File: src/rtl/bf16_pkg.sv
// bf16_pkg: shared types and constants for the bfloat16 adder stream controller.
//   bf16_t    : 16-bit bfloat16 value
//   BF16_NAN  : value delivered when the adder never answered
//   state_t   : controller FSM states
//   pair_t    : operand pair as stored in the pair FIFO
//   result_t  : result as stored in the result FIFO (timeout flag + value)
package bf16_pkg;

  typedef logic [15:0] bf16_t;

  localparam bf16_t BF16_NAN = 16'hFFFF;

  typedef enum logic [1:0] {
    IDLE    = 2'd0,
    WAIT    = 2'd1,
    CAPTURE = 2'd2
  } state_t;

  typedef struct packed {
    bf16_t a;
    bf16_t b;
  } pair_t;

  typedef struct packed {
    logic  to;
    bf16_t sum;
  } result_t;

endpackage

File: src/rtl/sync_fifo.sv
// sync_fifo: single-clock FIFO with wrapping pointers and a DEPTH+1 state count.
// The head entry is presented combinationally on rdata.
// Ports:
//   clock, reset : clock, asynchronous active-high reset
//   push, wdata  : write request (ignored while full) and data
//   pop          : read request (ignored while empty)
//   rdata        : head entry
//   count        : number of stored entries, 0..DEPTH
module sync_fifo #(
  parameter int WIDTH = 32,
  parameter int DEPTH = 4
) (
  input  logic                     clock,
  input  logic                     reset,
  input  logic                     push,
  input  logic                     pop,
  input  logic [WIDTH-1:0]         wdata,
  output logic [WIDTH-1:0]         rdata,
  output logic [$clog2(DEPTH):0]   count
);

  localparam int AW = $clog2(DEPTH);

  logic [WIDTH-1:0] mem_r [DEPTH];
  logic [AW-1:0]    wr_ptr_r;
  logic [AW-1:0]    rd_ptr_r;
  logic [AW:0]      count_r;
  logic             full_s;
  logic             empty_s;
  logic             do_push_s;
  logic             do_pop_s;

  assign full_s    = (count_r == (AW+1)'(DEPTH));
  assign empty_s   = (count_r == '0);
  assign do_push_s = push & ~full_s;
  assign do_pop_s  = pop & ~empty_s;
  assign rdata     = mem_r[rd_ptr_r];
  assign count     = count_r;

  // Storage array; cleared on reset so the head reads as zero when empty.
  always_ff @(posedge clock or posedge reset) begin
    if (reset) begin
      for (int i = 0; i < DEPTH; i++) begin
        mem_r[i] <= '0;
      end
    end else begin
      if (do_push_s) begin
        mem_r[wr_ptr_r] <= wdata;
      end
    end
  end

  // Pointers wrap naturally because DEPTH is a power of two; count tracks occupancy.
  always_ff @(posedge clock or posedge reset) begin
    if (reset) begin
      wr_ptr_r <= '0;
      rd_ptr_r <= '0;
      count_r  <= '0;
    end else begin
      if (do_push_s) begin
        wr_ptr_r <= wr_ptr_r + AW'(1);
      end
      if (do_pop_s) begin
        rd_ptr_r <= rd_ptr_r + AW'(1);
      end
      case ({do_push_s, do_pop_s})
        2'b10:   count_r <= count_r + (AW+1)'(1);
        2'b01:   count_r <= count_r - (AW+1)'(1);
        default: count_r <= count_r;
      endcase
    end
  end

endmodule

File: src/rtl/bf16_add_stream_ctrl.sv
// bf16_add_stream_ctrl: streaming front/back end for a free-running bfloat16 adder.
// Operand pairs are buffered in a pair FIFO, presented one at a time on add_a/add_b,
// the sum is captured on the (DISCARD+1)-th add_ready pulse after presentation and
// queued in a result FIFO; a watchdog substitutes BF16_NAN if the adder stalls.
// Ports:
//   clock, reset                 : clock, asynchronous active-high reset
//   in_valid/in_ready/in_a/in_b  : operand pair input stream
//   out_valid/out_ready/out_sum/out_to : result output stream (out_to = timed out)
//   add_a/add_b/add_sum/add_ready: adder interface
//   busy                         : an operation is in flight
//   err_timeout/clr_err          : sticky watchdog flag and its clear
module bf16_add_stream_ctrl
  import bf16_pkg::*;
#(
  parameter int DEPTH   = 4,
  parameter int DISCARD = 1,
  parameter int TIMEOUT = 64
) (
  input  logic        clock,
  input  logic        reset,
  input  logic        in_valid,
  output logic        in_ready,
  input  logic [15:0] in_a,
  input  logic [15:0] in_b,
  output logic        out_valid,
  input  logic        out_ready,
  output logic [15:0] out_sum,
  output logic        out_to,
  output logic [15:0] add_a,
  output logic [15:0] add_b,
  input  logic [15:0] add_sum,
  input  logic        add_ready,
  output logic        busy,
  output logic        err_timeout,
  input  logic        clr_err
);

  localparam int CW = $clog2(DEPTH) + 1;
  localparam int WW = $clog2(TIMEOUT + 1);
  localparam int SW = (DISCARD > 0) ? $clog2(DISCARD + 1) : 1;

  state_t        state_r, state_nx;
  bf16_t         add_a_r, add_a_nx;
  bf16_t         add_b_r, add_b_nx;
  logic [SW-1:0] skip_r, skip_nx;
  logic [WW-1:0] wdog_r, wdog_nx;
  result_t       cap_r, cap_nx;
  logic          err_r;

  logic          pair_push_s;
  logic          pair_pop_s;
  logic [31:0]   pair_rdata_s;
  pair_t         pair_head_s;
  logic [CW-1:0] pair_count_s;
  logic          pair_empty_s;

  logic          res_push_s;
  logic          res_pop_s;
  logic [16:0]   res_rdata_s;
  result_t       res_head_s;
  logic [CW-1:0] res_count_s;

  logic          in_flight_s;
  logic [CW:0]   used_s;
  logic          credit_ok_s;
  logic          timeout_hit_s;

  // ---------------------------------------------------------------------------
  // FIFOs
  // ---------------------------------------------------------------------------
  assign in_ready     = (pair_count_s != CW'(DEPTH));
  assign pair_push_s  = in_valid & in_ready;
  assign pair_empty_s = (pair_count_s == '0);
  assign pair_head_s  = pair_rdata_s;

  sync_fifo #(.WIDTH(32), .DEPTH(DEPTH)) u_pair_fifo (
    .clock (clock),
    .reset (reset),
    .push  (pair_push_s),
    .pop   (pair_pop_s),
    .wdata ({in_a, in_b}),
    .rdata (pair_rdata_s),
    .count (pair_count_s)
  );

  assign out_valid  = (res_count_s != '0);
  assign res_pop_s  = out_valid & out_ready;
  assign res_head_s = res_rdata_s;
  assign out_sum    = res_head_s.sum;
  assign out_to     = res_head_s.to;

  sync_fifo #(.WIDTH(17), .DEPTH(DEPTH)) u_res_fifo (
    .clock (clock),
    .reset (reset),
    .push  (res_push_s),
    .pop   (res_pop_s),
    .wdata (cap_r),
    .rdata (res_rdata_s),
    .count (res_count_s)
  );

  // An op may only start if its result is guaranteed a slot in the result FIFO.
  assign in_flight_s = (state_r != IDLE);
  assign used_s      = {1'b0, res_count_s} + {{CW{1'b0}}, in_flight_s};
  assign credit_ok_s = (used_s < (CW+1)'(DEPTH));

  // ---------------------------------------------------------------------------
  // Controller FSM
  // ---------------------------------------------------------------------------
  // Next-state and datapath-next logic for issue / wait / capture.
  always_comb begin
    state_nx      = state_r;
    add_a_nx      = add_a_r;
    add_b_nx      = add_b_r;
    skip_nx       = skip_r;
    wdog_nx       = wdog_r;
    cap_nx        = cap_r;
    pair_pop_s    = 1'b0;
    res_push_s    = 1'b0;
    timeout_hit_s = 1'b0;
    case (state_r)
      IDLE: begin
        // add_ready is deliberately ignored here: stray pulses carry no result.
        if (!pair_empty_s && credit_ok_s) begin
          pair_pop_s = 1'b1;
          add_a_nx   = pair_head_s.a;
          add_b_nx   = pair_head_s.b;
          skip_nx    = SW'(DISCARD);
          wdog_nx    = '0;
          state_nx   = WAIT;
        end else begin
          state_nx   = IDLE;
        end
      end
      WAIT: begin
        wdog_nx = wdog_r + WW'(1);
        // The first pulse(s) after presentation belong to the adder's previous op.
        if (add_ready && (skip_r == '0)) begin
          cap_nx.to  = 1'b0;
          cap_nx.sum = add_sum;
          state_nx   = CAPTURE;
        end else if (wdog_r == WW'(TIMEOUT - 1)) begin
          cap_nx.to     = 1'b1;
          cap_nx.sum    = BF16_NAN;
          timeout_hit_s = 1'b1;
          state_nx      = CAPTURE;
        end else if (add_ready) begin
          skip_nx = skip_r - SW'(1);
        end else begin
          skip_nx = skip_r;
        end
      end
      CAPTURE: begin
        res_push_s = 1'b1;
        state_nx   = IDLE;
      end
      default: begin
        state_nx = IDLE;
      end
    endcase
  end

  // FSM state and operand/capture registers; reset abandons any op in flight.
  always_ff @(posedge clock or posedge reset) begin
    if (reset) begin
      state_r <= IDLE;
      add_a_r <= 16'h0000;
      add_b_r <= 16'h0000;
      skip_r  <= '0;
      wdog_r  <= '0;
      cap_r   <= '0;
    end else begin
      state_r <= state_nx;
      add_a_r <= add_a_nx;
      add_b_r <= add_b_nx;
      skip_r  <= skip_nx;
      wdog_r  <= wdog_nx;
      cap_r   <= cap_nx;
    end
  end

  // Sticky watchdog flag; a new timeout takes priority over a clear in the same cycle.
  always_ff @(posedge clock or posedge reset) begin
    if (reset) begin
      err_r <= 1'b0;
    end else if (timeout_hit_s) begin
      err_r <= 1'b1;
    end else if (clr_err) begin
      err_r <= 1'b0;
    end else begin
      err_r <= err_r;
    end
  end

  assign add_a       = add_a_r;
  assign add_b       = add_b_r;
  assign busy        = in_flight_s;
  assign err_timeout = err_r;

endmodule
File: config.mk
export PLATFORM = sky130hd
export DESIGN_NAME = bf16_add_stream_ctrl
export DESIGN_NICKNAME = d
export VERILOG_FILES = /design/src/rtl/bf16_pkg.sv /design/src/rtl/sync_fifo.sv /design/src/rtl/bf16_add_stream_ctrl.sv
export SDC_FILE = /design/constraint.sdc
export NUM_CORES = 1
export LEC_CHECK = 0
export CAP_MARGIN = 0
export CORE_MARGIN = 2
export CORE_UTILIZATION = 45
export CTS_BUF_LIST = sky130_fd_sc_hd__clkbuf_8
export DETAILED_ROUTE_END_ITERATION = 7
export DONT_BUFFER_PORTS = 1
export HOLD_SLACK_MARGIN = 0.1
export PLACE_DENSITY = 0.6
export SLEW_MARGIN = 30
export SYNTH_ARGS = -nofsm -noshare
export SYNTH_HDL_FRONTEND = slang
export SYNTH_HIERARCHICAL = 1
export SYNTH_SLANG_ARGS = --single-unit
export TNS_END_PERCENT = 10
File: constraint.sdc
create_clock -name clock -period 5.2 [get_ports clock]
set_input_delay 0.52 -clock clock [delete_from_list [all_inputs] [get_ports clock]]
set_output_delay 0.52 -clock clock [all_outputs]
set_load 0.02 [all_outputs]
Word-level counts from Yosys, hierarchy flattened
Index checks and enable logic that the tools add are counted.
Widths: inputs -> output; s select.
{"block": "totals", "regBits": 270, "latch_bits": 0, "ramBits": 0, "mem_bits_ro": 0, "in_bits": 54, "memories": 0}
{"block": "classes", "add_sub_neg": 11, "multipliers": 0, "n_div": 0, "order_cmp": 7, "eq_ne": 15, "shift": 0, "n_mux": 35, "bitwise": 15, "reduce_logical": 19}
{"op": "$bwmux 128", "count": 1}
{"op": "$mux 32", "count": 3}
{"op": "$mux 17", "count": 5}
{"op": "$bwmux 68", "count": 1}
{"op": "$bmux 32 s2", "count": 1}
{"op": "$demux 32 s2", "count": 1}
{"op": "$bmux 17 s2", "count": 1}
{"op": "$demux 17 s2", "count": 1}
{"op": "$pmux 7 s2", "count": 1}
{"op": "$mux 1", "count": 13}
{"op": "$ge 3x3->1 const B", "count": 4}
{"op": "$not 2->3", "count": 4}
{"op": "$pmux 3 s2", "count": 2}
{"op": "$reduce_bool 2->1", "count": 6}
{"op": "$add 2x1->2 const B", "count": 4}
{"op": "$ne 2x2->1 const B", "count": 4}
{"op": "$add 7x1->7 const B", "count": 1}
{"op": "$eq 7x6->1 const B", "count": 1}
{"op": "$mux 7", "count": 1}
{"op": "$add 3x1->3 const B", "count": 2}
{"op": "$and 1x1->1", "count": 6}
{"op": "$eq 2x1->1 const B", "count": 3}
{"op": "$eq 2x2->1 const B", "count": 3}
{"op": "$eq 3x3->1 const B", "count": 2}
{"op": "other kinds (17)", "count": 31}

Logic depth before layout (Yosys ltp)
Gate-level depths: netlist of the first run.
{"block": "depth", "word_depth": 9, "depth_mapped": 10, "ltp_nobuf": 10}

Modules after synthesis
Netlist of the first run, hierarchy kept.
{"module": "sync_fifo at u_pair_fifo", "n_inst": 1, "cells_each": 348, "area_per_inst_um2": 5968.2, "seq_area_each_um2": 3378.2}
{"module": "sync_fifo at u_res_fifo", "n_inst": 1, "cells_each": 201, "area_per_inst_um2": 3343.2, "seq_area_each_um2": 1876.8}
{"module": "bf16_add_stream_ctrl", "n_inst": 1, "cells_each": 207, "area_per_inst_um2": 2552.4, "seq_area_each_um2": 1501.4}

Worst setup path after synthesis of the first run
No wires, ideal clock.
{"block": "synth_path", "path_type": "register to register", "start": "register state_r[1]", "end": "register u_pair_fifo.count_r[2] (netlist: u_pair_fifo/count[2])", "setup_ns": 0.079, "t_arrival_ns": 2.363, "required_time_ns": 5.121, "slack_ns": 2.758, "path_stages_with_launch": 11, "synth_period_minus_slack_ns": 2.442, "cell_sequence": "dfrtp_1 -> or2_4 -> nor3_4 -> buf_6 -> o31a_1 -> ha_1 -> inv_1 -> fa_1 -> xor2_1 -> nor2_1 -> xor2_1"}
{"block": "synth_between", "elab_chain_len": 9, "word_cells_on_any_way": 12, "cone_classes": "add/sub (1); order compare (1); eq/ne (2); mux (3); bitwise (1); reduce/logical (4)"}
{"element": "start, declared", "line_no": "bf16_add_stream_ctrl.sv:42", "text": "state_t state_r, state_nx;"}
{"element": "start signal, assigned", "line_no": "bf16_add_stream_ctrl.sv:173", "text": "state_r <= state_nx;"}
{"element": "$reduce_bool 2->1 *", "line_no": "bf16_add_stream_ctrl.sv:103", "text": "assign in_flight_s = (state_r != IDLE);"}
{"element": "named net busy", "line_no": "bf16_add_stream_ctrl.sv:33", "text": "output logic busy,"}
{"element": "$add 3x1->4 *", "line_no": "bf16_add_stream_ctrl.sv:104", "text": "assign used_s = {1'b0, res_count_s} + {{CW{1'b0}}, in_flight_s};"}
{"element": "$lt 4x3->1 *", "line_no": "bf16_add_stream_ctrl.sv:105", "text": "assign credit_ok_s = (used_s < (CW+1)'(DEPTH));"}
{"element": "$logic_and 1x1->1 *", "line_no": "bf16_add_stream_ctrl.sv:124", "text": "if (!pair_empty_s && credit_ok_s) begin"}
{"element": "$mux 1 *", "line_no": "bf16_add_stream_ctrl.sv:124"}
{"element": "$mux 1 *", "line_no": "bf16_add_stream_ctrl.sv:121", "text": "case (state_r)"}
{"element": "named net pair_pop_s", "line_no": "bf16_add_stream_ctrl.sv:51", "text": "logic pair_pop_s;"}
{"element": "$and 1x1->1 *", "line_no": "sync_fifo.sv:36", "text": "assign do_pop_s = pop & ~empty_s;"}
{"element": "named net u_pair_fifo.do_pop_s", "line_no": "sync_fifo.sv:31", "text": "logic do_pop_s;"}
{"element": "$eq 2x1->1 / $eq 2x2->1 (equally long branches)", "line_no": "sync_fifo.sv:66", "text": "case ({do_push_s, do_pop_s})"}
{"element": "$pmux 3 s2 / $reduce_bool 2->1 (equally long branches)"}
{"element": "end signal, assigned", "line_no": "sync_fifo.sv:67", "text": "2'b10: count_r <= count_r + (AW+1)'(1);"}
{"element": "end signal, assigned", "line_no": "sync_fifo.sv:68", "text": "2'b01: count_r <= count_r - (AW+1)'(1);"}
{"element": "end signal, assigned", "line_no": "sync_fifo.sv:69", "text": "default: count_r <= count_r;"}
{"element": "end, declared", "line_no": "sync_fifo.sv:27", "text": "logic [AW:0] count_r;"}
The timed path passes the listed nets; every way through them passes the cells marked *.
A chain may end at the register's enable or synchronous reset.

Final worst setup path of the first run
{"block": "layout_path", "start": "register state_r[0]", "end": "register u_pair_fifo.count_r[2] (netlist: u_pair_fifo/count[2])"}
{"block": "layout_between", "elab_chain_len": 9, "word_cells_on_any_way": 12, "cone_classes": "add/sub (1); order compare (1); eq/ne (2); mux (3); bitwise (1); reduce/logical (4)"}
{"element": "$reduce_bool 2->1 *", "line_no": "bf16_add_stream_ctrl.sv:103"}
{"element": "named net busy", "line_no": "bf16_add_stream_ctrl.sv:33"}
{"element": "$add 3x1->4 *", "line_no": "bf16_add_stream_ctrl.sv:104"}
{"element": "$lt 4x3->1 *", "line_no": "bf16_add_stream_ctrl.sv:105"}
{"element": "$logic_and 1x1->1 *", "line_no": "bf16_add_stream_ctrl.sv:124"}
{"element": "$mux 1 *", "line_no": "bf16_add_stream_ctrl.sv:124"}
{"element": "$mux 1 *", "line_no": "bf16_add_stream_ctrl.sv:121"}
{"element": "$and 1x1->1 *", "line_no": "sync_fifo.sv:36"}
{"element": "named net u_pair_fifo.do_pop_s", "line_no": "sync_fifo.sv:31"}
{"element": "$eq 2x1->1 / $eq 2x2->1 (equally long branches)", "line_no": "sync_fifo.sv:66"}
{"element": "$pmux 3 s2 / $reduce_bool 2->1 (equally long branches)"}
Marks and branches as above.

==> results of run 1 <==
-- area by class of cell --
cell class / instances / area [um^2] / area share (%)
Clock buffer: 61 / 839.6 / 6.273
Sequential cell: 270 / 6760 / 50.51
Inverter: 16 / 65.06 / 0.4861
Tap cell: 335 / 419.2 / 3.132
Clock inverter: 20 / 88.84 / 0.6637
Timing Repair Buffer: 45 / 426.7 / 3.188
Multi-Input combinational cell: 430 / 4785 / 35.75
-- state kept, by name, summed over array words and instances (netlist names) --
name / cells
u_pair_fifo/mem_r: 128
state_r: 2
u_res_fifo/mem_r: 68
u_pair_fifo/rd_ptr_r: 2
u_res_fifo/count: 3
err_timeout: 1
skip_r: 1
wdog_r: 7
u_res_fifo/rd_ptr_r: 2
u_pair_fifo/count: 3
u_res_fifo/wr_ptr_r: 2
cap_r: 17
add_b: 16
u_pair_fifo/wr_ptr_r: 2
add_a: 16
-- logic make-up after synthesis --
kind of cell / share of synthesized area, %
compound gates: 2.563
simple gates: 3.227
buf+inv: 3.206
flops: 56.95
fa+ha+maj: 1.498
xor+xnor: 0.8859
mux: 31.67
-- through the flow --
step / power, mW / cell area [um^2] / instances
2_1_floorplan: 6.202 / 11860 / 756
3_3_place_gp: 6.663 / 12090 / 1062
3_5_place_dp: 6.906 / 12110 / 1062
4_1_cts: 8.834 / 13300 / 1170
5_1_grt: 9.285 / 13380 / 1177
6_report: 8.724 / 13380 / 1177
-- placed cells by master, fill, tap and decap left out, types with 3 or more instances in the layout --
cell	synthesis	final
a21oi_1	16	16
a22o_1	4	4
buf_4	2	10
clkbuf_8	0	61
dfrtp_1	270	267
dfrtp_2	0	3
dlygate4sd3_1	0	34
ha_1	11	11
inv_1	16	29
mux2_1	4	4
mux2_2	229	229
mux2i_1	3	3
mux4_2	49	49
nand2_1	16	16
nand2b_1	4	4
nand3_1	4	4
nor2_1	27	23
nor2_4	0	8
o22ai_1	17	17
xnor2_1	6	6
xor2_1	6	6
-- where the power goes --
| part | switching, mW | internal, mW | total, mW |
|---|---|---|---|
| sequential | 0.951 | 3.06 | 4.01 |
| combinational | 1.14 | 1.69 | 2.84 |
| clock | 0.830 | 1.04 | 1.87 |
| total | 2.93 | 5.80 | 8.72 |
-- synthesized netlist by cell type (all sizes together), types with 3 or more instances --
| cell | number |
|---|---|
| buf | 33 |
| inv | 16 |
| nand2 | 16 |
| dfrtp | 270 |
| mux2 | 233 |
| clkbuf | 7 |
| nand2b | 4 |
| nor2 | 31 |
| nor3 | 3 |
| a21oi | 16 |
| mux2i | 3 |
| xnor2 | 6 |
| mux4 | 49 |
| ha | 11 |
| a22o | 4 |
| xor2 | 6 |
| o22ai | 17 |
| nand3 | 4 |
-- worst max-delay path, delay by kind of cell, from the launching register on --
kind	cells	cell delay (ns)
buffers and inverters	2	0.58
AO/OA/AOI/OAI	1	0.29
adder cells (fa/ha/maj)	2	0.57
flip-flops	1	0.50
XOR/XNOR	2	0.30
AND/OR/NAND/NOR	3	0.56
-- metal layers --
metal | vias up | wire [um] | GRT usage (%)
li1 | 2873 | - | -
met1 | 3530 | 10050 | 21.89
met2 | 161 | 13800 | 34.96
met3 | 60 | 1582 | 5.315
met4 | 0 | 633 | 5.885
met5 | - | 0 | 0
-- how the worst min path moves through the flow --
stage / end / slack [ns] / start
floorplan: wdog_r[6]$_DFFE_PP0P_ / 0.47 / wdog_r[6]$_DFFE_PP0P_
global placement: add_a[9]$_DFFE_PP0P_ / 0.45 / reset
detailed placement: add_a[11]$_DFFE_PP0P_ / 0.47 / reset
CTS: u_pair_fifo/mem_r[37]$_DFFE_PP0P_ / 0.10 / in_b[5]
global route: u_pair_fifo/mem_r[36]$_DFFE_PP0P_ / 0.10 / in_b[4]
finish: u_pair_fifo/mem_r[61]$_DFFE_PP0P_ / 0.13 / in_a[13]
==> results by group, run 1 <==
Critical path
  • Crit-path slowest cell: buf_4
  • Cells along the critical path: or2_4, nor3_4, buf_4, o31a_1, ha_1, inv_1, fa_1, xor2_1, nor2_1, xor2_1
  • Destination of the critical timing path: u_pair_fifo/count[2]$_DFFE_PP0P_
  • R2R Setup Slk: 2.34 ns
  • Kind of end point of the critical path: flip-flop
  • Data arrival time of the worst path: 3.34 ns
  • Max stage delay on crit path: 0.51 ns
  • Terminus of the critical flop-to-flop path: u_pair_fifo/count[2]$_DFFE_PP0P_
  • Library cell appearing most often on the critical path: xor2_1
  • Source of the critical timing path: state_r[0]$_DFFE_PP0P_
  • Critical path required time: 5.69 ns
  • Class of the most critical setup path: reg -> reg
  • Type of element launching the critical path: flip-flop
  • R2R cell count: 10
  • Worst flop-to-flop path startpoint: state_r[0]$_DFFE_PP0P_
  • Critical path fanouts, max: 35

STA
  • Max Transition Viols Final: 0
  • Final Hold Vio Count: 0
  • Slew margin rel.: 33.28%
  • Final worst-path cycle share: 54.97%
  • Final setup violation count: 0
  • FMAX: 0.3499 GHz
  • Setup TNS Final: 0 ns
  • Final worst setup slack: 2.342 ns
  • Setup Skew: 0.02996 ns
  • Hold_ws: 0.1273 ns
  • Transition time at the pin with the least slew margin: 1.001 ns
  • Setup repair after global routing missed its margin: false
  • Tmin final: 2.858 ns

Global routing
  • Global-route wire length before repair: 42070 um
  • Initial antenna violation count: 0
  • Largest net degree at the start of global routing: 76
  • Total routing resource utilization after global routing: 19.18%
  • Final global-route overflow total: 0
  • Via count of the first global-routing pass: 7640

Synth
  • Count of yosys warnings during synthesis: 6
  • Yosys reg bits: 270
  • Unique cell type count in the Yosys netlist: 44
  • Cell accounting for the most synthesized area: dfrtp_1
  • Seq/Total Area, Yosys: 56.95%
  • Top FF cell, synth: dfrtp_1
  • Cell area after technology mapping: 11860 um^2
  • Post-Synthesis Net Count: 823
  • Largest cells by area after synthesis: dfrtp_1, mux2_2, mux4_2
  • Per-instance average area after synthesis: 15.69 um^2
  • Count of flip-flops with a built-in enable after synthesis: 0
  • Async set or reset register ratio after synthesis: 100.0%
  • Number of standard cells after synthesis: 756
  • Share of the synthesized area in the top cell type: 56.95%

Clock tree
  • Clock tree from TritonCTS: built
  • Buffer levels on the longest clock path: 3
  • Total clock sinks: 270
  • Clock buffers created by TritonCTS: 46
  • Number of buffers added to fix hold violations after cts: 27
  • Post-CTS sizing: 0
  • Root Driver: clkbuf_8
  • Post-CTS setup buffer count: 0
  • H-tree lvl count: 2
  • Clock transition at the registers of the reported paths: 0.06 ns
  • Clock latency reported for the late side of the worst-skew pair: 0.56 ns

Floorplanning
  • Die Height: 166.4 um
  • Placeable core area: 25980 um^2
  • Total die area: 27680 um^2
  • Core Rows: 59
  • Effective utilization at floorplan: 45.66%
  • Floorplan die width: 166.4 um
  • Number of primary I/O pins: 107

Final layout
  • Fraction of final layout cells sized beyond drive strength 1: 44.66%
  • Post-route core utilization: 51.51%
  • Fillers: 2163
  • Synth-to-layout area growth: 12.81%
  • Final net count: 876
  • ANT cells: 0

Place
  • Detailed placement HPWL: 16320 um
  • Setup Slack @ Placement: 2.308 ns
  • RD Place Congestion: 0.7756
  • IO buf count: 0

Detailed routing
  • Number of detailed-routing iterations run before antenna repair: 4
  • Number of design-rule violations left by the first detailed-router iteration: 264
  • Routed Wire Length: 26070 um
  • Ratio of routed vias to standard cells: 5.628
  • DRC: 0
  • Antenna violation net count after detailed routing: 0
  • Detailed-route via count: 6624
  • Average wire per standard cell: 22.15 um

Run
  • Max-cap viol count: 0

Run status
  • Status: complete, no violations

Power and ir drop
  • Power Density: 651.8 nW/um^2
  • Worst IR drop on VDD: 0.3237 mV
  • Leakage Power: 5.835 nW

Worst hold path
  • Number of stages on the worst hold path: 1
  • Type of the tightest min-delay check: in -> reg
Power figures use the tool's default switching activity.
==> run 2: changes to the inputs <==
Clock period 5.2 ns to 2.9 ns, I/O delays scaled along.
==> run 2 against run 1 <==
Clock skew shrank 0.021 ns. Sequential power is 74% higher. Setup slack lost 1.8 ns. Critical path depth is 2 lower. Routed wire length shrank 1.2%. Die area is the same. Register-to-register slack worse by 1.8 ns. Global-route usage hardly changed. Sequential share of layout area down 1.2 points. Combinational power grew 92%. Core utilization increased by 1.3 points. Fmax is 22% higher.
==> results by group, run 2 (synthesized netlist as in run 1, its figures left out) <==
Run status
  • Status: complete, no violations

Detailed routing
  • Antenna violation net count after detailed routing: 0
  • Routed Wire Length: 25760 um
  • Routed met2 length: 13460 um
  • Top routing layer in use: met4
  • WL met3: 1417 um
  • Number of design-rule violations left by the first detailed-router iteration: 296
  • Metal1 wirelength: 10380 um
  • Average wire per standard cell: 21.27 um
  • Detailed-route via count: 6750
  • DRC: 0
  • Ratio of routed vias to standard cells: 5.574
  • Number of detailed-routing iterations run before antenna repair: 4

STA
  • Final worst-path cycle share: 81.01%
  • Setup Skew: 0.009287 ns
  • Setup TNS Final: 0 ns
  • Max Transition Viols Final: 0
  • Slew margin rel.: 35.37%
  • Final setup violation count: 0
  • Setup repair after global routing missed its margin: false
  • Final Hold Vio Count: 0
  • FMAX: 0.4257 GHz
  • Transition time at the pin with the least slew margin: 0.9650 ns
  • Tmin final: 2.349 ns

Clock tree
  • H-tree lvl count: 2
  • Total clock sinks: 270
  • Clock transition at the registers of the reported paths: 0.06 ns
  • Root Driver: clkbuf_8
  • Buffer levels on the longest clock path: 3
  • Clock tree from TritonCTS: built
  • Clock buffers created by TritonCTS: 46
  • Clock latency reported for the late side of the worst-skew pair: 0.55 ns

Power and ir drop
  • Leakage Power: 5.984 nW
  • Power Density: 1148 nW/um^2
  • Worst IR drop on VDD: 0.5046 mV

Final layout
  • Final instance area: 13710 um^2
  • Final net count: 911
  • Register with the most flip-flops: u_pair_fifo/mem_r
  • Most common library cell in the layout ignoring fill and taps: dfrtp_1
  • Synth-to-layout area growth: 15.60%
  • Most frequent cells in the layout: dfrtp_1, mux2_2, clkbuf_8
  • Fraction of final layout cells sized beyond drive strength 1: 44.74%
  • Flip-flop count of the largest register after layout: 128
  • Largest registers ranked by flip-flop count: u_pair_fifo/mem_r (128), u_res_fifo/mem_r (68), cap_r (17)

Global routing
  • Initial antenna violation count: 2
  • Final global-route overflow total: 0
  • Global-route wire length before repair: 42130 um
  • Total routing resource utilization after global routing: 19.23%
  • Via count of the first global-routing pass: 7604
  • Largest net degree at the start of global routing: 64

Critical path
  • Cells along the critical path: nor3b_2, nand2b_1, ha_1, inv_1, fa_1, xor2_1, nor2_1, xor2_1
  • Type of element launching the critical path: flip-flop
  • Class of the most critical setup path: reg -> reg
  • Worst flop-to-flop path startpoint: u_res_fifo/count[2]$_DFFE_PP0P_
  • Data arrival time of the worst path: 2.82 ns
  • Kind of end point of the critical path: flip-flop
  • Library cell appearing most often on the critical path: xor2_1
  • Critical path fanouts, max: 6
  • Max stage delay on crit path: 0.48 ns
  • Source of the critical timing path: u_res_fifo/count[2]$_DFFE_PP0P_
  • Crit-path slowest cell: dfrtp_1
  • Critical path required time: 3.37 ns

Floorplanning
  • Floorplan die width: 166.4 um
  • Core Rows: 59
  • Die Height: 166.4 um
  • Number of primary I/O pins: 107
  • Effective utilization at floorplan: 45.66%
  • Total die area: 27680 um^2
  • Placeable core area: 25980 um^2

Place
  • IO buf count: 0
  • Detailed placement HPWL: 16370 um
  • RD Place Congestion: 0.7664
  • Cell Area, Placed: 12290 um^2

Worst hold path
  • Type of the tightest min-delay check: in -> reg
  • Hold Path Origin: out_ready

Run
  • Max-cap viol count: 0
-- run 2: cell types whose count changed in the layout (fill, tap and decap cells not counted), moves of 2 or more --
cell,before,now
buf_12,0,7
buf_4,10,22
clkbuf_8,61,55
clkinv_2,2,5
clkinvlp_4,1,4
diode_2,0,2
dlygate4sd3_1,34,51
inv_1,29,27
nor2_2,0,4
nor2_4,8,4
-- run 2: path summary, 6_finish.rpt --
path | slack, ns | cells after the start | to
max in group asynchronous | 1.84 | 3 | u_res_fifo/rd_ptr_r[1]$_DFFE_PP0P_
setup reg to reg | 0.55 | 8 | u_res_fifo/count[2]$_DFFE_PP0P_
hold / removal | 0.16 | 3 | u_res_fifo/rd_ptr_r[0]$_DFFE_PP0P_
min in group asynchronous | 0.28 | 2 | u_pair_fifo/mem_r[119]$_DFFE_PP0P_
setup / recovery | 0.55 | 8 | u_res_fifo/count[2]$_DFFE_PP0P_
hold reg to reg | 0.50 | 1 | u_res_fifo/rd_ptr_r[0]$_DFFE_PP0P_
-- run 2: stage by stage --
stage / power (mW) / hold WS, ns / setup WS (ns) / util (%) / std cells
5_1_grt: 16.79 / 0.1887 / 0.3374 / 52.78 / 1211
4_1_cts: 15.98 / 0.1366 / 0.5261 / 52.68 / 1208
3_5_place_dp: 12.52 / 0.1956 / 0.5643 / 47.29 / 1079
2_1_floorplan: 11.12 / 0.3890 / 0.4577 / - / 756
3_3_place_gp: 12.13 / 0.1898 / 0.6065 / 47.29 / 1079
6_report: 15.75 / 0.1631 / 0.5507 / 52.78 / 1211
-- run 2: layout make-up --
class                   instances  area, um^2
diodes                          2       5.005
clock buffers                  55       757.0
clock inverters                23       133.9
fillers                      2125       12270
inverters                      16       65.06
multi-input cells             430        4760
flip-flops and latches        270        6759
well taps                     335       419.2
repair buffers                 80       815.8
-- run 2: what timing repair did --
item,4_1_cts,5_1_grt
buffers inserted,0,0
hold buffers,51,0
hold endpoints to repair,262,0
resized for setup,0,0
-- run 2: where the power goes --
part,internal [mW],leakage [nW],total [mW],switching [mW]
Combinational,3.18,2.11,5.46,2.28
Clock,1.80,0.505,3.30,1.50
Sequential,5.49,3.37,6.99,1.50
-- run 2: metal layers --
metal  vias up  GRT usage [%]
li1       2942              -
met1      3600          23.32
met2       164          34.21
met3        44          4.862
met4         0          5.135
met5         -              0
-- run 2: critical path, delay by kind of cell, from the launching register on --
kind | cells | cell delay, ns
and+or+nand+nor | 3 | 0.81
adders and majority gates | 2 | 0.61
xor gates and xnor gates | 2 | 0.30
buffers and inverters | 1 | 0.07
DFF | 1 | 0.48
